$ cat src/rtl/flex_stp_deser.sv
// flex_stp_deser: multi-lane serial-to-parallel word deserializer.
// Frames NUM_BITS-wide words from LANES bits per enabled clock and hands
// each completed word to a one-deep valid/ready holding register with
// sticky overflow detection.
// Optional build macro FLEX_STP_DESER_PARITY_EN adds a trailing even-parity
// beat per word and drives out_err; without it out_err is constant 0.
module flex_stp_deser #(
   parameter int NUM_BITS  = 8,
   parameter int LANES     = 1,
   parameter int SHIFT_MSB = 1
) (
   input  logic                clk,
   input  logic                rst,
   input  logic                shift_enable,
   input  logic [LANES-1:0]    serial_in,
   input  logic                clear,
   output logic [NUM_BITS-1:0] parallel_out,
   output logic                out_valid,
   input  logic                out_ready,
   output logic                busy,
   output logic                overflow,
   output logic                out_err
);

   localparam int BEATS = NUM_BITS / LANES;
   localparam int CNT_W = $clog2(BEATS + 1);
`ifdef FLEX_STP_DESER_PARITY_EN
   // The parity beat follows the last data beat, so the count runs one further.
   localparam int LAST_BEAT = BEATS;
`else
   localparam int LAST_BEAT = BEATS - 1;
`endif
   localparam logic [CNT_W-1:0]    LAST_CNT = CNT_W'(LAST_BEAT);
   localparam logic [CNT_W-1:0]    CNT_ZERO = {CNT_W{1'b0}};
   localparam logic [CNT_W-1:0]    CNT_ONE  = CNT_W'(1);
   localparam logic [NUM_BITS-1:0] ONES     = {NUM_BITS{1'b1}};

   logic [NUM_BITS-1:0] sr_q, sr_d;
   logic [CNT_W-1:0]    beat_cnt_q, beat_cnt_d;
   logic [NUM_BITS-1:0] parallel_out_q, parallel_out_d;
   logic                out_valid_q, out_valid_d;
   logic                overflow_q, overflow_d;
   logic [NUM_BITS-1:0] sr_shift_s;
   logic [NUM_BITS-1:0] word_s;
   logic                last_beat_s;
   logic                can_load_s;

`ifdef FLEX_STP_DESER_PARITY_EN
   logic out_err_q, out_err_d;

   // Even parity: the data bits XOR the received parity bit must be zero.
   function automatic logic parity_mismatch(input logic [NUM_BITS-1:0] word,
                                            input logic                par_bit);
      return (^word) ^ par_bit;
   endfunction
`else
   logic unused_sr_s;
   // Bits shifted out on the final beat never reach a word.
   assign unused_sr_s = ^sr_q;
`endif

   // Shift register value after accepting this cycle's lanes.
   always_comb begin
      if (SHIFT_MSB != 32'sd0) begin
         sr_shift_s = {sr_q[NUM_BITS-LANES-1:0], serial_in};
      end else begin
         sr_shift_s = {serial_in, sr_q[NUM_BITS-1:LANES]};
      end
   end

   // Completion detection and the word that a completion would deliver.
   always_comb begin
      last_beat_s = shift_enable && (beat_cnt_q == LAST_CNT);
      can_load_s  = !out_valid_q || out_ready;
`ifdef FLEX_STP_DESER_PARITY_EN
      word_s      = sr_q;
`else
      word_s      = sr_shift_s;
`endif
   end

   // Next-state: clear aborts the partial word, else beat/handshake updates.
   always_comb begin
      sr_d           = sr_q;
      beat_cnt_d     = beat_cnt_q;
      parallel_out_d = parallel_out_q;
      out_valid_d    = out_valid_q;
      overflow_d     = overflow_q;
`ifdef FLEX_STP_DESER_PARITY_EN
      out_err_d      = out_err_q;
`endif
      if (clear) begin
         beat_cnt_d = CNT_ZERO;
         sr_d       = ONES;
         overflow_d = 1'b0;
      end else begin
         if (out_valid_q && out_ready) begin
            out_valid_d = 1'b0;
         end else begin
            out_valid_d = out_valid_q;
         end
         if (last_beat_s) begin
            sr_d       = ONES;
            beat_cnt_d = CNT_ZERO;
            if (can_load_s) begin
               parallel_out_d = word_s;
               out_valid_d    = 1'b1;
`ifdef FLEX_STP_DESER_PARITY_EN
               out_err_d      = parity_mismatch(sr_q, serial_in[0]);
`endif
            end else begin
               overflow_d = 1'b1;
            end
         end else if (shift_enable) begin
            sr_d       = sr_shift_s;
            beat_cnt_d = beat_cnt_q + CNT_ONE;
         end else begin
            sr_d       = sr_q;
            beat_cnt_d = beat_cnt_q;
         end
      end
   end

   // State registers with synchronous reset.
   always_ff @(posedge clk) begin
      if (rst) begin
         sr_q           <= ONES;
         beat_cnt_q     <= CNT_ZERO;
         parallel_out_q <= ONES;
         out_valid_q    <= 1'b0;
         overflow_q     <= 1'b0;
      end else begin
         sr_q           <= sr_d;
         beat_cnt_q     <= beat_cnt_d;
         parallel_out_q <= parallel_out_d;
         out_valid_q    <= out_valid_d;
         overflow_q     <= overflow_d;
      end
   end

`ifdef FLEX_STP_DESER_PARITY_EN
   // Parity error flag travels with the word in the holding register.
   always_ff @(posedge clk) begin
      if (rst) begin
         out_err_q <= 1'b0;
      end else begin
         out_err_q <= out_err_d;
      end
   end

   assign out_err = out_err_q;
`else
   assign out_err = 1'b0;
`endif

   assign parallel_out = parallel_out_q;
   assign out_valid    = out_valid_q;
   assign overflow     = overflow_q;
   assign busy         = (beat_cnt_q != CNT_ZERO);

endmodule

$ cat config.mk
export PLATFORM = sky130hd
export DESIGN_NAME = flex_stp_deser
export DESIGN_NICKNAME = d
export VERILOG_FILES = /design/src/rtl/flex_stp_deser.sv
export SDC_FILE = /design/constraint.sdc
export NUM_CORES = 1
export LEC_CHECK = 0
export ABC_AREA = 1
export CORE_MARGIN = 2
export CORE_UTILIZATION = 50
export CTS_CLUSTER_SIZE = 40
export DETAILED_ROUTE_END_ITERATION = 7
export MAX_ROUTING_LAYER = met4
export PLACE_DENSITY = 0.79
export SLEW_MARGIN = 10
export SYNTH_ARGS = -nofsm -noshare
export SYNTH_HDL_FRONTEND = slang
export SYNTH_SLANG_ARGS = --single-unit
$ cat constraint.sdc
create_clock -name clk -period 2.6 [get_ports clk]
set_clock_uncertainty 0.1 [all_clocks]
set_input_delay 0.26 -clock clk [delete_from_list [all_inputs] [get_ports clk]]
set_output_delay 0.26 -clock clk [all_outputs]
set_load 0.01 [all_outputs]
### After elaboration in Yosys (flattened, before gate mapping)

Index checks and enable logic that the tools add are counted.

* equality and inequality tests: 1
* bitwise operators: 2
* reductions and logical operators: 9
* $add $sub $neg: 1
* multiplexer cells: 3

Operators with widths (number)
* 4-bit by 1-bit adder with 4-bit output, second input constant: 1
* 4-bit by 3-bit equality test with 1-bit output, second input constant: 1
* 4-bit nonzero test: 1
* 1-bit two-way mux: 3
* 3-bit AND reduction: 1
* 3-bit OR reduction: 1
* 1-bit logical AND: 2
* 1-bit NOT: 2
* 2-bit AND reduction: 1
* 2-bit OR reduction: 1
* 1-bit zero test: 1
* 1-bit logical OR: 1

* input port bits: 6
* flip-flop bits (word level): 21

### Logic depth before layout (Yosys ltp)

* word-level depth: 4
* mapped depth: 6

### Worst setup path after synthesis

Ideal clock, no wire load.

* kind: flip-flop to flip-flop
* from: register beat_cnt_q[0]
* to: register sr_q[0]
* setup time: 0.138 ns
* period minus slack after synthesis: 1.246 ns
* setup slack: 1.354 ns
* data required time: 2.362 ns
* stages on the path, launching flop included: 6
* path buffers: 0
* data arrival time: 1.009 ns
* path through: dfxtp_1 ha_1 nand2_1 nor2_4 nor2_2 nand3_1

* longest elaborated chain between the ends: 3

RTL lines
* start: declaration: RTL line 39 `logic [CNT_W-1:0] beat_cnt_q, beat_cnt_d;`
* start signal: assignment: RTL line 134 `beat_cnt_q <= beat_cnt_d;`
* 4-bit by 3-bit equality test with 1-bit output: RTL line 73 `last_beat_s = shift_enable && (beat_cnt_q == LAST_CNT);`
* 1-bit logical AND: RTL line 73
* 3-bit OR reduction (no line)
* end signal: assignment: RTL line 133 `sr_q <= sr_d;`
* end: declaration: RTL line 38 `logic [NUM_BITS-1:0] sr_q, sr_d;`

Every way passes these cells.
A chain may end at the register's enable or synchronous reset.

### Worst setup path after layout

* from: register beat_cnt_q[0]
* to: output busy

* longest elaborated chain between the ends: 1

RTL lines
* 4-bit nonzero test: RTL line 159 `assign busy = (beat_cnt_q != CNT_ZERO);`
* end: declaration: RTL line 20 `output logic busy,`

Every way passes these cells.

==> key figures <==
Placed design
  – # port buffers: 16
  – Gpl congestion: 0.812
  – DP HPWL: 1210 um

Synthesis
  – Synth Register Bits: 21
  – Count of cell types in the netlist: 20
  – Syn Std Cell Area: 870 sq um
  – Syn Nets: between 100 and 150
  – Async SR Flop Fraction: 0%
  – Top-count cell post-synth: nand2_1
  – Yosys top cell by area: dfxtp_1
  – Post-synth top cells: 29 x nand2_1, 21 x dfxtp_1, 15 x nand3_1
  – Top-area cell type share of the netlist area: around half
  – Synth Area per Inst: around 7.9 sq um
  – Syn Inst Count: 110
  – Ys Warns: 0
  – Synth Flop Type: dfxtp_1
  – Ranking of synthesized cells by area: dfxtp_1 48%, nand2_1 13%, nand3_1 8.6%
  – Post-synth EDFFs: 0
  – Sequential share of the synthesized area: 48.3%

Setup path
  – R2R cell count: 6
  – CP startpoint kind: flop
  – Crit end category: output pin
  – Setup Crit Path Kind: reg2out
  – Worst flop-to-flop path startpoint: beat_cnt_q[0]$_SDFFE_PP0P_
  – Worst R2R Setup Slack: ~1.1 ns
  – RR Endpoint: parallel_out[2]$_SDFFE_PP1P_
  – Max Fanout on Critical Path: 4
  – Req. time, crit path: about 2.2 ns
  – CP arrival: 1.56 ns

CTS
  – CTS Buf Count: 3
  – CTS-repair resized insts: 0
  – Reg clk slew, reported paths: roughly 0.12 ns
  – CTS Hold Bufs: 0
  – Number of clock sinks: 21
  – Post-CTS Setup Bufs: 0
  – Clk Tree Root Cell: clkbuf_4
  – Max clock buf depth: 2
  – CTS tree: built
  – CTS HTree Levels: 1
  – Worst skew pair latency: between 0.3 and 0.4 ns

GRT
  – Total global routing overflow: 0
  – First-pass GRT wire length: 2700 um
  – Initial antenna violation count: 0
  – Total global routing track utilization: a little under a fifth
  – Vias in the first global route: 658
  – Largest net degree at the start of global routing: 13

Final layout
  – Filler cell count: between 150 and 200
  – Util after Layout: between 60 and 70%
  – ANT cells: 0
  – Syn-to-layout area delta: 22.6%
  – Nets: roughly 140
  – Layout cell share with drive strength beyond 1: 10.9%

Pwr
  – Internal power: between 400 and 500 uW
  – Power Dens Cells: slightly below 500 nW/um^2
  – Clock power frac: a little under a third
  – Static leakage: approximately 0.00048 uW
  – Combinational share of power: between 7 and 8%
  – Switch share: 24.2%
  – Peak VDD IR: ~340 uV
  – Sw power: between 100 and 150 uW
  – Sequential power share: about 63%

Die
  – Initial Util: ~50%
  – Total core area: between 1500 and 2000 sq um
  – # IOs: 18
  – # rows: 15
  – Die footprint: between 2000 and 2500 sq um
  – Die Wd: 45.7 um
  – Die H: 45.7 um

Run
  – Max-cap violations: 0

Route
  – 1st-iter DRT viols: 15
  – Final WL: approximately 1600 um
  – # DRC: 0
  – Vias per cell: 5.16
  – Routed len/inst: 10.9 um
  – ANT nets after route: 0
  – DRT Pass-1 Iters: 4
  – Vias: 748

Timing
  – Setup TNS: 0 ns
  – Fmax: 520 MHz
  – Fin. Hold Viols: 0
  – Final min period: 1.92 ns
  – Final setup violation count: 0
  – Final Max Tran Viols: 0
  – Post-route clock period utilization: around 74%
  – RSZ-0062 raised after global routing: no

Worst hold path
  – Min-Delay Path Class: reg2reg
  – Hold path start: parallel_out[0]$_SDFFE_PP1P_
  – Hold EP: parallel_out[0]$_SDFFE_PP1P_
  – Hold Path Depth: 2

Outcome
  – Status: finished, final reports clean
-- worst max path at each step --
stage                          startpoint                           end  slack [ns]
2_1_floorplan  beat_cnt_q[0]$_SDFFE_PP0P_          sr_q[0]$_SDFFE_PP1P_        1.35
3_3_place_gp                 shift_enable  parallel_out[5]$_SDFFE_PP1P_        0.91
3_5_place_dp                 shift_enable  parallel_out[6]$_SDFFE_PP1P_        0.88
4_1_cts        beat_cnt_q[0]$_SDFFE_PP0P_                          busy        0.66
5_1_grt        beat_cnt_q[0]$_SDFFE_PP0P_                          busy        0.59
6_report       beat_cnt_q[0]$_SDFFE_PP0P_                          busy        0.68
-- worst max-delay path, cell delays in order (launching register included) --
cell	delay, ns
dfxtp_1	0.41
inv_1	0.06
ha_1	0.20
nand2_1	0.06
clkdlybuf4s50_1	0.53
-- state kept, by name (all words and copies together), names as in the netlist --
name	flops
parallel_out	8
sr_q	7
beat_cnt_q	4
out_valid	1
overflow	1
-- kinds of logic (layout without fill, tap and decap cells) --
kind of cell    after synthesis  count (layout)  share of synthesized area, %
compound gates                7               7                          5.32
xor+xnor                      1               1                          1.01
fa+ha+maj                     2               2                          2.88
buf+inv                      15              33                          7.48
flops                        21              21                          48.3
other cells                   1               1                         0.431
simple gates                 63              63                          34.5
-- through the flow --
stage | setup slack, ns | total power, uW | instances | area, sq um | hold slack [ns]
final | 0.678 | 528 | 145 | 1070 | 0.369
after global routing | 0.594 | 549 | 145 | 1070 | 0.389
after CTS | 0.660 | 532 | 145 | 1070 | 0.375
after detailed placement | 0.876 | 376 | 141 | 1040 | 0.344
after floorplan | 1.35 | 360 | 110 | 870 | 0.222
after global placement | 0.914 | 375 | 141 | 1040 | 0.339
-- power by group through the flow --
stage	Sequential, uW	Clock [uW]	Combinational (uW)
finish	331	158	38.6
floorplan	337	0	23.6
global route	331	174	43.9
detailed placement	338	0	38.6
global placement	338	0	37.4
CTS	331	162	38.9
-- cell type report --
type / count / area, sq um / area share [%]
sequential: 21 / 420 / 39.4
multi-input combinational: 74 / 384 / 36.0
timing repair buffer: 17 / 168 / 15.7
inverter: 12 / 45.0 / 4.23
clock buffer: 3 / 22.5 / 2.11
tap: 17 / 21.3 / 2.00
clock inverter: 1 / 5.00 / 0.469
-- cells in the final DEF (no fill, tap or decap), drive strengths merged --
cell,netlist,routed
nand2,29,29
dfxtp,21,21
nand3,17,17
clkdlybuf4s50,0,16
inv,11,11
nor2,9,9
nand4,8,8
a21oi,4,4
clkbuf,0,3
o21ai,3,3
ha,2,2
clkinv,1,2
xor2,1,1
conb,1,1
buf,3,1
-- metal layers --
| layer | global-route usage [%] | up-vias | routed length, um |
|---|---|---|---|
| met2 | 28.7 | 15 | 789 |
| met4 | 5.71 | 0 | 14 |
| met3 | 5.95 | 2 | 56 |
| li1 | - | 396 | - |
| met1 | 23.2 | 335 | 724 |
| met5 | - | - | 0 |
No activity file was read; power rests on OpenSTA's default activity.
